File: config.mk
export PLATFORM = sky130hd
export DESIGN_NAME = hk_mash_ctrl
export DESIGN_NICKNAME = d
export VERILOG_FILES = /design/src/rtl/hk_mash_pkg.sv /design/src/rtl/hk_mash_lfsr.sv /design/src/rtl/hk_mash_ctrl.sv
export SDC_FILE = /design/constraint.sdc
export NUM_CORES = 1
export LEC_CHECK = 0
export CAP_MARGIN = 20
export CELL_PAD_IN_SITES_DETAIL_PLACEMENT = 1
export CELL_PAD_IN_SITES_GLOBAL_PLACEMENT = 2
export CORE_MARGIN = 3
export CORE_UTILIZATION = 39
export CTS_CLUSTER_DIAMETER = 60
export DETAILED_ROUTE_END_ITERATION = 10
export PLACE_DENSITY = 0.95
export SYNTH_ARGS = -nofsm -noshare
export SYNTH_HDL_FRONTEND = slang
export SYNTH_SLANG_ARGS = --single-unit
File: constraint.sdc
create_clock -name clk -period 13.9 [get_ports clk]
set_clock_uncertainty 0.2 [all_clocks]
set_input_delay 1.39 -clock clk [delete_from_list [all_inputs] [get_ports clk]]
set_output_delay 1.39 -clock clk [all_outputs]
set_load 0.005 [all_outputs]
File: src/rtl/hk_mash_pkg.sv
// Shared types and constants for the HK-MASH configuration sequencer.
// The LFSR constants are only consumed when HK_MASH_DITHER_EN is defined.
package hk_mash_pkg;

    typedef enum logic [1:0] {
        ST_IDLE   = 2'd0,
        ST_JUMP   = 2'd1,
        ST_RAMP   = 2'd2,
        ST_SETTLE = 2'd3
    } state_e;

    // Fibonacci taps 16,14,13,11 expressed as a bit mask over lfsr[15:0]
    localparam logic [15:0] LFSR_TAPS = 16'hB400;
    localparam logic [15:0] LFSR_SEED = 16'hACE1;

    function automatic int word_w(input int int_w, input int frac_w);
        return int_w + frac_w;
    endfunction

endpackage

File: src/rtl/hk_mash_lfsr.sv
// 16-bit Fibonacci LFSR used to dither the LSB of the fractional word.
// Resets to the seed; advances on en_i; load_i reloads the seed synchronously.
module hk_mash_lfsr
    import hk_mash_pkg::*;
(
    input  logic        clk,
    input  logic        rst,
    input  logic        en_i,
    input  logic        load_i,
    output logic [15:0] lfsr_o
);

    logic [15:0] lfsr_q, lfsr_d;

    always_comb begin
        lfsr_d = lfsr_q;
        if (load_i) begin
            lfsr_d = LFSR_SEED;
        end else if (en_i) begin
            lfsr_d = {lfsr_q[14:0], ^(lfsr_q & LFSR_TAPS)};
        end
    end

    always_ff @(posedge clk or posedge rst) begin
        if (rst) begin
            lfsr_q <= LFSR_SEED;
        end else begin
            lfsr_q <= lfsr_d;
        end
    end

    assign lfsr_o = lfsr_q;

endmodule

File: src/rtl/hk_mash_ctrl.sv
// Configuration sequencer for the HK-MASH DDSM: applies {int,frac} words as a jump or a ramp.
// Optional LSB dither of frac_o is enabled by defining HK_MASH_DITHER_EN.
module hk_mash_ctrl
    import hk_mash_pkg::*;
#(
    parameter int WIDTH  = 24,
    parameter int INT_W  = 8,
    parameter int STEP_W = 16,
    parameter int SETTLE = 4
) (
    input  logic              clk,
    input  logic              rst,
    input  logic              en_i,
    input  logic              cfg_valid_i,
    output logic              cfg_ready_o,
    input  logic [INT_W-1:0]  cfg_int_i,
    input  logic [WIDTH-1:0]  cfg_frac_i,
    input  logic [STEP_W-1:0] cfg_step_i,
    output logic [INT_W-1:0]  int_o,
    output logic [WIDTH-1:0]  frac_o,
    output logic              mash_clr_o,
    output logic              busy_o,
    output logic              lock_o
);

    localparam int WW    = word_w(INT_W, WIDTH);
    localparam int CNT_W = $clog2(SETTLE + 1);

    // Handshake: a configuration transfers on a rising edge where cfg_valid_i and
    // cfg_ready_o are both high; the requester holds valid and data until then.
    state_e            state_q, state_d;
    logic [WW-1:0]     cur_q, cur_d;
    logic [WW-1:0]     tgt_q, tgt_d;
    logic [STEP_W-1:0] step_q, step_d;
    logic [CNT_W-1:0]  cnt_q, cnt_d;
    logic              clr_q, clr_d;
    logic              lock_q, lock_d;
    logic              busy_q, busy_d;
    logic              ready_q, ready_d;
    logic              accept;
    logic [WW-1:0]     diff;
    logic [WW-1:0]     step_ext;

    assign accept   = cfg_valid_i & ready_q;
    assign step_ext = WW'(step_q);
    assign diff     = (tgt_q > cur_q) ? (tgt_q - cur_q) : (cur_q - tgt_q);

    always_comb begin
        state_d = state_q;
        cur_d   = cur_q;
        tgt_d   = tgt_q;
        step_d  = step_q;
        cnt_d   = cnt_q;
        clr_d   = 1'b0;
        lock_d  = lock_q;
        if (accept) begin
            // A new word takes priority over a coincident update strobe
            tgt_d   = {cfg_int_i, cfg_frac_i};
            step_d  = cfg_step_i;
            lock_d  = 1'b0;
            cnt_d   = '0;
            state_d = (cfg_step_i == '0) ? ST_JUMP : ST_RAMP;
        end else if (en_i) begin
            case (state_q)
                ST_JUMP: begin
                    cur_d   = tgt_q;
                    clr_d   = 1'b1;
                    cnt_d   = '0;
                    state_d = ST_SETTLE;
                end
                ST_RAMP: begin
                    // Snap when within one step so the ramp never overshoots or wraps
                    if (diff <= step_ext) begin
                        cur_d   = tgt_q;
                        cnt_d   = '0;
                        state_d = ST_SETTLE;
                    end else if (tgt_q > cur_q) begin
                        cur_d = cur_q + step_ext;
                    end else begin
                        cur_d = cur_q - step_ext;
                    end
                end
                ST_SETTLE: begin
                    if (cnt_q == CNT_W'(SETTLE - 1)) begin
                        lock_d  = 1'b1;
                        state_d = ST_IDLE;
                    end else begin
                        cnt_d = cnt_q + 1'b1;
                    end
                end
                default: ;
            endcase
        end
        ready_d = (state_d == ST_IDLE) || (state_d == ST_SETTLE);
        busy_d  = (state_d == ST_JUMP) || (state_d == ST_RAMP);
    end

    always_ff @(posedge clk or posedge rst) begin
        if (rst) begin
            state_q <= ST_IDLE;
            cur_q   <= '0;
            tgt_q   <= '0;
            step_q  <= '0;
            cnt_q   <= '0;
            clr_q   <= 1'b0;
            lock_q  <= 1'b0;
            busy_q  <= 1'b0;
            ready_q <= 1'b1;
        end else begin
            state_q <= state_d;
            cur_q   <= cur_d;
            tgt_q   <= tgt_d;
            step_q  <= step_d;
            cnt_q   <= cnt_d;
            clr_q   <= clr_d;
            lock_q  <= lock_d;
            busy_q  <= busy_d;
            ready_q <= ready_d;
        end
    end

    assign cfg_ready_o = ready_q;
    assign int_o       = cur_q[WW-1:WIDTH];
    assign mash_clr_o  = clr_q;
    assign busy_o      = busy_q;
    assign lock_o      = lock_q;

`ifdef HK_MASH_DITHER_EN
    logic [15:0] lfsr;

    hk_mash_lfsr u_lfsr (
        .clk    (clk),
        .rst    (rst),
        .en_i   (en_i),
        .load_i (1'b0),
        .lfsr_o (lfsr)
    );

    assign frac_o = {cur_q[WIDTH-1:1], cur_q[0] ^ lfsr[0]};
`else
    assign frac_o = cur_q[WIDTH-1:0];
`endif

endmodule

-- Yosys cells after proc, flatten, opt, wreduce, memory -nomap -nowiden
Index checks and enable logic that the tools add are counted.
- bitwise logic cells: 2
- $add $sub $neg: 5
- equal/unequal tests: 9
- muxes and demuxes: 22
- reductions and logical operators: 12
- order comparisons: 2
- operators by type and width (kind ; count):
    $mux 32 ; 3
    $pmux 32 s2 ; 1
    $sub 32x32->32 ; 2
    $add 32x16->32 ; 1
    $gt 32x32->1 ; 1
    $le 32x16->1 ; 1
    $sub 32x16->32 ; 1
    $logic_not 16->1 ; 1
    $mux 3 ; 4
    $mux 2 ; 5
    $pmux 3 s3 ; 1
    $eq 2x2->1 const B ; 4
    $reduce_bool 2->1 ; 4
    $mux 1 ; 7
    $ne 3x3->1 const B ; 2
    $pmux 2 s3 ; 1
    $reduce_and 3->1 ; 2
    $eq 2x1->1 const B ; 2
    $reduce_and 4->1 ; 1
    $reduce_bool 4->1 ; 1
    $add 3x1->3 const B ; 1
    $eq 3x2->1 const B ; 1
    $logic_not 2->1 ; 1
    $logic_or 1x1->1 ; 2
    2 further kinds ; 2
- bits of input ports: 52
- output and inout bits: 36
- word-level logic and storage cells: 61
- flip-flop bits (word level): 89

-- Logic depth before layout (Yosys ltp)
- depth in word-level cells: 9
- gate-level depth with buffers: 31

-- Worst setup path after synthesis
Ideal clock, no wire load.
- kind: register to register
- start: register cur_q[23]
- end: register cur_q[28]
- period minus slack after synthesis: 6.086 ns
- stages on the path, launching flop included: 28
- path slack: 7.814 ns
- library setup time: 0.118 ns
- data arrival time: 5.768 ns
- cells stage by stage: dfrtp_1 -> inv_1 -> ha_1 -> buf_2 -> nand2_1 -> nor3_1 -> and4_1 -> nand2_1 -> a2bb2oi_2 -> nor2_1 -> buf_2 -> buf_1 -> clkbuf_1 -> mux2i_1 -> fa_1 -> a21o_1 -> a21o_1 -> a21o_1 -> a31o_2 -> a41o_1 -> a211oi_1 -> o21ai_1 -> a21o_1 -> a21oi_1 -> o21ai_0 -> a21oi_1 -> xnor2_1 -> a21o_1
- word-level cells in the longest chain between the ends: 5
- elaborated cells between the ends (all ways): 10
- classes of those cells: 4 x add/sub; 2 x order compare; 4 x mux
- RTL lines (element ; RTL line ; text):
    start, declared ; hk_mash_ctrl.sv:32 ; logic [WW-1:0] cur_q, cur_d;
    start signal, assigned ; hk_mash_ctrl.sv:111 ; cur_q <= cur_d;
    $sub 32x32->32 / $gt 32x32->1 (equally long branches) ; hk_mash_ctrl.sv:46, hk_mash_ctrl.sv:77 ;
    $mux 32 ; hk_mash_ctrl.sv:46 ; assign diff = (tgt_q > cur_q) ? (tgt_q - cur_q) : (cur_q - tgt_q);
    $le 32x16->1 ; hk_mash_ctrl.sv:73 ; if (diff <= step_ext) begin
    $mux 32 * ; hk_mash_ctrl.sv:73 ;
    $pmux 32 s2 * ; hk_mash_ctrl.sv:64 ; case (state_q)
Mark *: on every way between the ends. The rest lies on a longest branch, timed or not.
A chain may end at the register's enable or synchronous reset.

-- Worst setup path in the final report
- start: register cur_q[27]
- end: register cur_q[23]
The elaborated chain is that of the path after synthesis.

==> results.py <==
metrics = {
    "die": {
        "dieArea_sq_um": 27210,
        "die_h_microns": 164.9,
        "row_count": 57,
        "floorplan.die.width_microns": 164.9,
        "initial_util_pct": 40.04,
        "io_pins": 88,
        "floorplan.core_area_sq_um": 24600,
    },
    "timing": {
        "setup-violations-final": 0,
        "timing_max_transition_violations_final": 0,
        "max_slew.worst_pin.slew_ns": 0.8721,
        "period_minus_slack_ns": 7.655,
        "rsz0062_at_grt": "false",
        "layout_worst_path_cycle_share_pct": 55.07,
        "fmax_mhz": 130.6,
        "tns_ns": 0,
        "timing.slew.headroom_pct": 40.36,
        "final_hold_viol_count": 0,
    },
    "layout": {
        "num_antenna_cells": 0,
        "flow.area_growth_from_synthesis_pct": 13.66,
        "layout.filler_cells": 2963,
        "layout.nets": 1413,
        "drive_gt1_share_pct": 8.273,
        "finalInstanceArea_sq_um": 11200,
    },
    "global_routing": {
        "antenna_violations_before_repair": 0,
        "grt_pass1_wl_microns": 54300,
        "via_count_of_the_first_global_routing_pass": 9655,
        "grt.total_usage_pct": 25.47,
        "grt_overflow": 0,
        "grt_max_degree": 61,
    },
    "logic_synthesis": {
        "ys_warn_count": 0,
        "synthDominantAreaCellType": "sky130_fd_sc_hd__dfrtp_1",
        "postSynth.topFlopCell": "sky130_fd_sc_hd__dfrtp_1",
        "synthesis.nets": 1360,
        "synth.top_cell.area_share_pct": 22.35,
        "netlist_top_cells_area": "sky130_fd_sc_hd__dfrtp_1 22%, sky130_fd_sc_hd__ha_1 15%, sky130_fd_sc_hd__mux2_2 5.7%, sky130_fd_sc_hd__a21oi_1 5.0%, sky130_fd_sc_hd__xnor2_1 4.4%",
        "post-synth-top-count-cell": "sky130_fd_sc_hd__ha_1",
        "synth_area_per_cell_sq_um": 8.300,
        "number_of_flops_mapped_to_enable_cells_by_yosys": 0,
        "number_of_distinct_library_cell_variants_in_the_gate_level_netlist_after_synthesis": 81,
        "synth-seq-area-share_pct": 22.62,
        "synth_area_sq_um": 9852,
        "synth.ff_latch_count": 89,
        "synth_commonest_cells": "118 x sky130_fd_sc_hd__ha_1, 109 x sky130_fd_sc_hd__inv_1, 98 x sky130_fd_sc_hd__a21oi_1",
        "synthArstFlopShare_pct": 100.0,
        "number_of_instances_in_the_synthesized_netlist": 1187,
    },
    "run": {
        "timing.max_cap.violations": 0,
    },
    "critical_path": {
        "start_kind": "register",
        "required_ns": 13.93,
        "crit_family": "compound AO/OA/AOI/OAI gates",
        "critPathArrivalTime_ns": 7.69,
        "timing.critical_path.fanout_max": 36,
        "critical_path.slowest_cell": "sky130_fd_sc_hd__a2111oi_0",
        "timing_worst_setup_path_type": "register to register",
        "cp_cell_sequence": "inv_1, ha_1, a21oi_1, o21ai_0, a2111oi_0, o21ai_1, a2bb2oi_2, or2_1, and3_1, a21oi_1, a221oi_1, xnor2_1, ha_1, nand4_1, nor3_1, and3_1, a41oi_1, a211o_1, nor4_2, nand4b_1, o21ai_4, buf_4, nor2_1, a221o_1",
        "end_kind": "register",
        "largest_stage_delay_worst_path_ns": 0.85,
        "critical_path_buf_inv_count": 2,
    },
    "clocking": {
        "clk_pin_slew_worst_paths_ns": 0.07,
        "number_of_hold_buffers_added_after_cts": 0,
        "cts.sink_count": 89,
        "numCtsBuffers": 9,
        "postCtsResizedCells": 0,
        "cts_htree_levels": 3,
        "clock_tree.root_cell": "sky130_fd_sc_hd__clkbuf_16",
        "number_of_buffers_on_the_longest_clock_path": 2,
        "clk-insertion-delay-late_ns": 0.36,
        "cts_tree": "yes",
        "cts_setup_buffers": 0,
    },
    "outcome": {
        "status": "completed",
    },
    "place": {
        "finalWeightedCongestion": 0.9385,
        "place.detailed.hpwl_microns": 27270,
        "place_area_sq_um": 10910,
        "place.port_buffers": 87,
    },
    "detailed_routing": {
        "drt-total-wl_microns": 34170,
        "num_vias": 9311,
        "drt_pre_antenna_iters": 5,
        "drt-wirelength-per-cell_microns": 21.78,
        "drcViolationCount": 0,
        "via_per_inst": 5.934,
        "final_antenna_net_count": 0,
        "drtIter0Drc": 744,
    },
    "worst_hold_path": {
        "hold_path.class": "register to register",
    },
}
==> cell usage in the layout, fill, tap and decap left out, types with 8 or more instances in the layout <==
cell and n:
sky130_fd_sc_hd__a211oi_1 12, sky130_fd_sc_hd__a21o_1 44, sky130_fd_sc_hd__a21oi_1 98, sky130_fd_sc_hd__a31oi_1 12, sky130_fd_sc_hd__and3_1 15, sky130_fd_sc_hd__clkbuf_16 9
sky130_fd_sc_hd__clkdlybuf4s50_1 87, sky130_fd_sc_hd__dfrtp_1 88, sky130_fd_sc_hd__ha_1 118, sky130_fd_sc_hd__inv_1 108, sky130_fd_sc_hd__mux2_2 50, sky130_fd_sc_hd__mux2i_1 36
sky130_fd_sc_hd__nand2_1 93, sky130_fd_sc_hd__nand2b_1 11, sky130_fd_sc_hd__nand3_1 24, sky130_fd_sc_hd__nand4_1 13, sky130_fd_sc_hd__nor2_1 57, sky130_fd_sc_hd__nor2b_1 11
sky130_fd_sc_hd__nor3_1 15, sky130_fd_sc_hd__o211ai_1 10, sky130_fd_sc_hd__o21a_1 13, sky130_fd_sc_hd__o21ai_0 83, sky130_fd_sc_hd__o21ai_1 15, sky130_fd_sc_hd__o21bai_1 13
sky130_fd_sc_hd__o31ai_1 8, sky130_fd_sc_hd__xnor2_1 49, sky130_fd_sc_hd__xor2_1 21
==> area by class of cell <==
class	count	area [sq um]	share of cell area, %
well taps	324	405.4	3.620
repair buffers	94	923.4	8.246
clock buffers	11	252.7	2.257
multi-input cells	937	6939	61.97
flip-flops and latches	89	2228	19.90
clock inverters	5	37.54	0.3352
inverters	109	411.6	3.676
==> registers in the layout, indices dropped and copies added, names as in the netlist <==
signal / count
state_q: 2
cfg_ready_o: 1
mash_clr_o: 1
step_q: 16
tgt_q: 32
cur_q: 32
cnt_q: 3
lock_o: 1
busy_o: 1
==> cells by family (layout without fill, tap and decap cells) <==
group           Yosys count  after routing  synth area share (%)
flops                    89             89                 22.62
mux                      87             87                 9.525
fa+ha+maj               121            121                 15.60
compound gates          374            374                 24.64
buf+inv                 161            219                 7.048
simple gates            285            285                 14.35
xor+xnor                 70             70                 6.223
==> per-layer routing <==
metal	vias up	part of all wire, %	GRT usage (%)
li1	4362	-	-
met1	4626	48	36.44
met2	279	45	40.77
met3	44	5.7	3.562
met4	0	1.7	5.604
met5	-	0	0
==> worst paths after layout <==
path | from | end | slack (ns) | depth (start not counted)
max | cur_q[27] | cur_q[23] | 6.25 | 24
min | cnt_q[2] | cnt_q[2] | 0.33 | 2
max reg2reg | cur_q[27] | cur_q[23] | 6.25 | 24
min reg2reg | cnt_q[2] | cnt_q[2] | 0.33 | 2
max in group asynchronous | rst | tgt_q[18] | 11.16 | 3
min in group asynchronous | rst | step_q[3] | 1.17 | 2
==> worst min-delay path: stages, from the launching register on <==
cell	delay [ns]
sky130_fd_sc_hd__dfrtp_1	0.38
sky130_fd_sc_hd__nand2_1	0.06
sky130_fd_sc_hd__mux2i_1	0.06
==> metrics by stage <==
step	cells	util (%)	worst slack, ns	hold slack (ns)
6_report	1569	45.51	6.245	0.3332
5_1_grt	1569	45.51	5.810	0.3765
4_1_cts	1569	45.51	6.359	0.3399
3_5_place_dp	1553	44.33	6.441	0.3246
3_3_place_gp	1553	44.33	6.411	0.3130
2_1_floorplan	1187	-	7.814	0.3019
Power is not shown: default switching activity piles up to over one toggle a cycle in this logic, so the estimate is an artifact.
